[src/rtl/tile_painter.sv]
// Pipelined VGA tile painter: logo strip, icon tile grid with blinking cursor,
// status band and background, colour delay-matched to vid_on (3 clk).
module tile_painter #(
    parameter int          H_ACTIVE     = 640,
    parameter int          V_ACTIVE     = 480,
    parameter int          TOP_ROWS     = 100,
    parameter int          GRID_COLS    = 20,
    parameter int          GRID_ROWS    = 10,
    parameter int          TS_LOG2      = 5,
    parameter int          TILE_AW      = 8,
    parameter int          LOGO_AW      = 16,
    parameter int          BLINK_FRAMES = 30,
    parameter logic [11:0] TRANSPARENT  = 12'hF0F,
    parameter logic [11:0] GRID_BG      = 12'h008,
    parameter logic [11:0] BOTTOM_COLOR = 12'h0FF,
    parameter logic [11:0] BG_COLOR     = 12'h000,
    parameter logic [11:0] BLANK_COLOR  = 12'h000,
    parameter logic [11:0] CURSOR_COLOR = 12'hFF0
) (
    input  logic                   clk,
    input  logic                   rst,
    input  logic [9:0]             pixel_x,
    input  logic [9:0]             pixel_y,
    input  logic                   vid_on,
    input  logic                   cursor_en,
    input  logic [4:0]             cursor_col,
    input  logic [4:0]             cursor_row,
    output logic [TILE_AW-1:0]     tile_addr,
    input  logic [3:0]             tile_code,
    output logic [2:0]             icon_sel,
    output logic [2*TS_LOG2-1:0]   icon_addr,
    input  logic [11:0]            icon_pixel,
    output logic [LOGO_AW-1:0]     logo_addr,
    input  logic [11:0]            logo_pixel,
    output logic [11:0]            screen_color
);

    localparam int CW = 10 - TS_LOG2;
    localparam int BW = (BLINK_FRAMES > 1) ? $clog2(BLINK_FRAMES) : 1;

    localparam logic [9:0] TOP_Y      = 10'(TOP_ROWS);
    localparam logic [9:0] GRID_Y_END = 10'(TOP_ROWS + (GRID_ROWS << TS_LOG2));
    localparam logic [9:0] GRID_X_END = 10'(GRID_COLS << TS_LOG2);
    localparam logic [9:0] V_END      = 10'(V_ACTIVE);

    localparam logic [1:0] R_TOP    = 2'd0;
    localparam logic [1:0] R_GRID   = 2'd1;
    localparam logic [1:0] R_BOTTOM = 2'd2;
    localparam logic [1:0] R_OUT    = 2'd3;

    localparam logic [2:0] ICON_EMPTY = 3'd0;
    localparam logic [2:0] ICON_SHIP  = 3'd1;
    localparam logic [2:0] ICON_HIT   = 3'd2;
    localparam logic [2:0] ICON_MISS  = 3'd3;

    // Assert asynchronously, release on the second clock edge.
    logic [1:0] rst_sync;
    logic       rst_n;

    always_ff @(posedge clk or negedge rst) begin
        if (!rst) rst_sync <= '0;
        else      rst_sync <= {rst_sync[0], 1'b1};
    end

    assign rst_n = rst_sync[1];

    logic [1:0]         region_c;
    logic [9:0]         gy_c;
    logic [TILE_AW-1:0] tile_addr_c;

    always_comb begin
        gy_c        = pixel_y - TOP_Y;
        tile_addr_c = TILE_AW'(gy_c[9:TS_LOG2]) * TILE_AW'(GRID_COLS)
                    + TILE_AW'(pixel_x[9:TS_LOG2]);
        region_c    = R_OUT;
        if (pixel_y < TOP_Y)
            region_c = R_TOP;
        else if (pixel_y < GRID_Y_END && pixel_x < GRID_X_END)
            region_c = R_GRID;
        else if (pixel_y >= GRID_Y_END && pixel_y < V_END)
            region_c = R_BOTTOM;
    end

    logic [1:0]         s0_region;
    logic [TS_LOG2-1:0] s0_tx, s0_ty;
    logic [CW-1:0]      s0_col, s0_row;
    logic               s0_vid;
    logic [9:0]         s0_x, s0_y;

    always_ff @(posedge clk or negedge rst_n) begin
        if (!rst_n) begin
            s0_region <= '0;
            s0_tx     <= '0;
            s0_ty     <= '0;
            s0_col    <= '0;
            s0_row    <= '0;
            s0_vid    <= 1'b0;
            s0_x      <= '0;
            s0_y      <= '0;
            tile_addr <= '0;
        end else begin
            s0_region <= region_c;
            s0_tx     <= pixel_x[TS_LOG2-1:0];
            s0_ty     <= gy_c[TS_LOG2-1:0];
            s0_col    <= pixel_x[9:TS_LOG2];
            s0_row    <= gy_c[9:TS_LOG2];
            s0_vid    <= vid_on;
            s0_x      <= pixel_x;
            s0_y      <= pixel_y;
            if (region_c == R_GRID) tile_addr <= tile_addr_c;
        end
    end

    // Frame start is the rising edge of the origin so held coordinates count once.
    logic          origin, origin_d, frame_start;
    logic [BW-1:0] blink_cnt;
    logic          blink_off;

    assign origin      = (pixel_x == '0) && (pixel_y == '0);
    assign frame_start = origin && !origin_d;

    always_ff @(posedge clk or negedge rst_n) begin
        if (!rst_n) begin
            origin_d  <= 1'b0;
            blink_cnt <= '0;
            blink_off <= 1'b0;
        end else begin
            origin_d <= origin;
            if (frame_start) begin
                if (blink_cnt == BW'(BLINK_FRAMES - 1)) begin
                    blink_cnt <= '0;
                    blink_off <= ~blink_off;
                end else begin
                    blink_cnt <= blink_cnt + 1'b1;
                end
            end
        end
    end

    logic [2:0] sel_c;
    logic       hit_c;

    always_comb begin
        case (tile_code)
            4'd1:    sel_c = ICON_SHIP;
            4'd2:    sel_c = ICON_HIT;
            4'd3:    sel_c = ICON_MISS;
            default: sel_c = ICON_EMPTY;
        endcase
        hit_c = cursor_en && !blink_off && (s0_region == R_GRID)
             && (10'(s0_col) == 10'(cursor_col)) && (10'(s0_row) == 10'(cursor_row))
             && (s0_tx == '0 || s0_tx == '1 || s0_ty == '0 || s0_ty == '1);
    end

    logic [1:0] s1_region;
    logic       s1_vid, s1_hit;

    always_ff @(posedge clk or negedge rst_n) begin
        if (!rst_n) begin
            icon_sel  <= ICON_EMPTY;
            icon_addr <= '0;
            logo_addr <= '0;
            s1_region <= '0;
            s1_vid    <= 1'b0;
            s1_hit    <= 1'b0;
        end else begin
            icon_sel  <= sel_c;
            icon_addr <= {s0_ty, s0_tx};
            logo_addr <= LOGO_AW'(32'(s0_y) * 32'(H_ACTIVE) + 32'(s0_x));
            s1_region <= s0_region;
            s1_vid    <= s0_vid;
            s1_hit    <= hit_c;
        end
    end

    logic [11:0] color_c;

    always_comb begin
        if (!s1_vid)                    color_c = BLANK_COLOR;
        else if (s1_hit)                color_c = CURSOR_COLOR;
        else if (s1_region == R_TOP)    color_c = logo_pixel;
        else if (s1_region == R_GRID)   color_c = (icon_pixel == TRANSPARENT) ? GRID_BG : icon_pixel;
        else if (s1_region == R_BOTTOM) color_c = BOTTOM_COLOR;
        else                            color_c = BG_COLOR;
    end

    always_ff @(posedge clk or negedge rst_n) begin
        if (!rst_n) screen_color <= BLANK_COLOR;
        else        screen_color <= color_c;
    end

endmodule

[config.mk]
export PLATFORM = sky130hd
export DESIGN_NAME = tile_painter
export DESIGN_NICKNAME = d
export VERILOG_FILES = /design/src/rtl/tile_painter.sv
export SDC_FILE = /design/constraint.sdc
export NUM_CORES = 1
export LEC_CHECK = 0
export CORE_ASPECT_RATIO = 1.75
export CORE_UTILIZATION = 30
export CTS_CLUSTER_DIAMETER = 30
export CTS_CLUSTER_SIZE = 30
export DETAILED_ROUTE_END_ITERATION = 10
export GPL_ROUTABILITY_DRIVEN = 0
export PLACE_DENSITY = 0.51
export SKIP_CTS_REPAIR_TIMING = 1
export SLEW_MARGIN = 40
export SYNTH_ARGS = -nofsm -noshare
export SYNTH_HDL_FRONTEND = slang
export SYNTH_SLANG_ARGS = --single-unit
[constraint.sdc]
create_clock -name clk -period 6.4 [get_ports clk]
set_input_delay 1.28 -clock clk [delete_from_list [all_inputs] [get_ports clk]]
set_output_delay 1.28 -clock clk [all_outputs]
set_load 0.01 [all_outputs]
==> impl_metrics.toml <==
[synthesis]
ys_ff_latch = 86
yosysUniqueCellTypes = 48
yosysTopAreaCell = "dfrtp_1"
synthFlopType = "dfrtp_1"
ys_top_cells_by_area = "dfrtp_1 (55%), ha_1 (8.3%), xnor2_1 (4.0%)"
yosysWarnings = 0
synth_nets = 410
synth-edff-count = 0
syn_area_per_cell_um2 = 12.3
seq_area_frac_synth = 0.551
async_flop_share = 1.00
synthCells = 318
netlist.area_leader.share = 0.551
syn-cell-area_um2 = 3910

[timing]
tns_ns = 0
fin_crit_sh = 0.692
timing.fmax_ghz = 0.226
fin_skew_ns = 0.00817
slew_violations = 0
grt_setup_unrepaired = "no"
final_hold_viol_count = 0
setup_viol = 0
whs_ns = 0.244
period_minus_slack_ns = 4.43

[floorplan]
start_util = 0.311
rows = 54
die-width_um = 88.3
io_pins = 111
dieArea_um2 = 13500
die_h_um = 153
core_area_um2 = 12600

[worst_setup_path]
crit_buf_inv = 3
critPathTopFamily = "adder cells"
endpoint_kind = "flop"
crit_type = "in -> reg"
worstPathRequired_ns = 6.63
slowest_delay_ns = 0.52
critPathArrivalTime_ns = 4.66
crit_path_cell_trace = "clkdlybuf4s50_1, inv_1, ha_1, nand2b_4, nand2_1, xnor2_1, ha_1, ha_1, inv_1, fa_1, nor3b_1, xnor3_1, mux2_2"
crit_slowest_cell = "clkdlybuf4s50_1"
critPathMostFrequentCell = "ha_1"
crit_fanout = 4
start_kind = "input port"

[min_path]
hp-class = "reg -> async"

[clock_network]
clock_sink_count = 86
clk-insertion-delay-late_ns = 0.34
htreeDepth = 3
root_buffer = "clkbuf_16"
cts.path.max_buffers = 2
cts_made_buffers = 9
cts_tree = "built"
clkTransAtPathRegs_ns = 0.07

[power]
switching_share = 0.255
powerDensity_nw_per_um2 = 272
static-leakage-power_nw = 2.34
peakVddDrop_mv = 0.149
pwr-share-comb = 0.218
seqPwrFrac = 0.426
p_switching_mw = 0.381
power_frac_clock = 0.355
intPower_mw = 1.11

[final_layout]
final_nets = 520
layout_common_cells = "clkdlybuf4s50_1 (109), dfrtp_1 (85), ha_1 (26)"
diodes = 0
drive_gt1_frac = 0.0785
layout_commonest_cell = "clkdlybuf4s50_1"
syn2layout_area_growth_pct = 40.3

[grt]
first_global_vias = 2909
grt_pass1_wl_um = 14400
grt_overflow_total = 0
antenna_found_initial = 0
grt_max_degree = 34
grt_util_all_layers = 0.145

[drt]
firstDrtPassIters = 4
routedWlPerCell_um = 15.1
drc = 0
antenna_left = 0
vias = 2714
vias_per_cell = 4.52
drtIter0Drc = 55
routed_wl_um = 9060

[run]
max_cap_viol_count = 0

[placement]
hpwl_um = 7250
port_buffers = 109

[outcome]
status = "completed"
## layer usage
metal  up-vias  routed length [µm]  track usage
met2        83                4880        0.259
met1      1296                3510        0.156
met3        13                 445       0.0335
met5         -                   0            0
met4         0                 225       0.0684
li1       1322                   -            -
## final cells by class
cell class                 count  area [µm²]
clock buffer                  10         239
clock inverter                 6        71.3
fill                        1225        7080
inverter                      12        45.0
multi-input combinational    208        1630
sequential                    86        2160
tap                          168         210
timing repair buffer         111        1130
## final timing paths
path	startpoint	to	slack [ns]	cells past startpoint
setup / recovery	pixel_y[2]	tile_addr[7]	1.97	13
hold / removal	rst_sync[1]	tile_addr[7]	0.24	0
setup reg to reg	s0_y[1]	logo_addr[15]	3.85	8
hold reg to reg	rst_sync[1]	tile_addr[7]	0.24	0
max in group asynchronous	rst	rst_sync[1]	5.17	1
min in group clk	s0_vid	s1_vid	0.36	0
## stage by stage
step                      setup WS (ns)  power, mW   util  std cells  area, µm²
after global routing               1.78       1.57  0.436        601       5480
after CTS                          1.99       1.52  0.436        601       5480
after global placement             1.73      0.971  0.408        583       5130
after floorplan                    2.42      0.802      -        318       3910
final                              1.97       1.49  0.436        601       5480
after detailed placement           1.61      0.978  0.411        585       5170
## state kept, by name, indices dropped and copies added, names as in the netlist, 2 cells and up
register	count
blink_cnt	5
icon_addr	5
icon_sel	2
logo_addr	16
rst_sync	2
s0_region	2
s0_row	5
s0_ty	3
s0_x	9
s0_y	9
s1_region	2
screen_color	12
tile_addr	8
## kinds of logic after synthesis
kind of cell | synth area share
multiplexers | 0.0231
other | 0.00192
XOR/XNOR | 0.0833
AND/OR/NAND/NOR | 0.127
flip-flops | 0.551
adder cells (fa/ha/maj) | 0.104
AO/OA/AOI/OAI | 0.0772
buffers and inverters | 0.0330
## power by group through the flow
stage	Clock (mW)	Sequential, mW	Combinational (mW)
detailed placement	0	0.647	0.330
finish	0.530	0.636	0.326
floorplan	0	0.665	0.137
global route	0.570	0.643	0.357
global placement	0	0.653	0.318
CTS	0.551	0.638	0.332
## synthesized netlist by cell type, drive strengths merged, types with 6 or more instances
cell type  number
dfrtp          86
ha             26
nor2           22
xnor2          18
xor2           14
a21oi          13
inv            12
nand2          12
nor3           11
buf            10
o21ai           9
mux2            8
nand2b          7
nor2b           7
a21o            6
nand3           6
(Power assumes the default switching activity.)
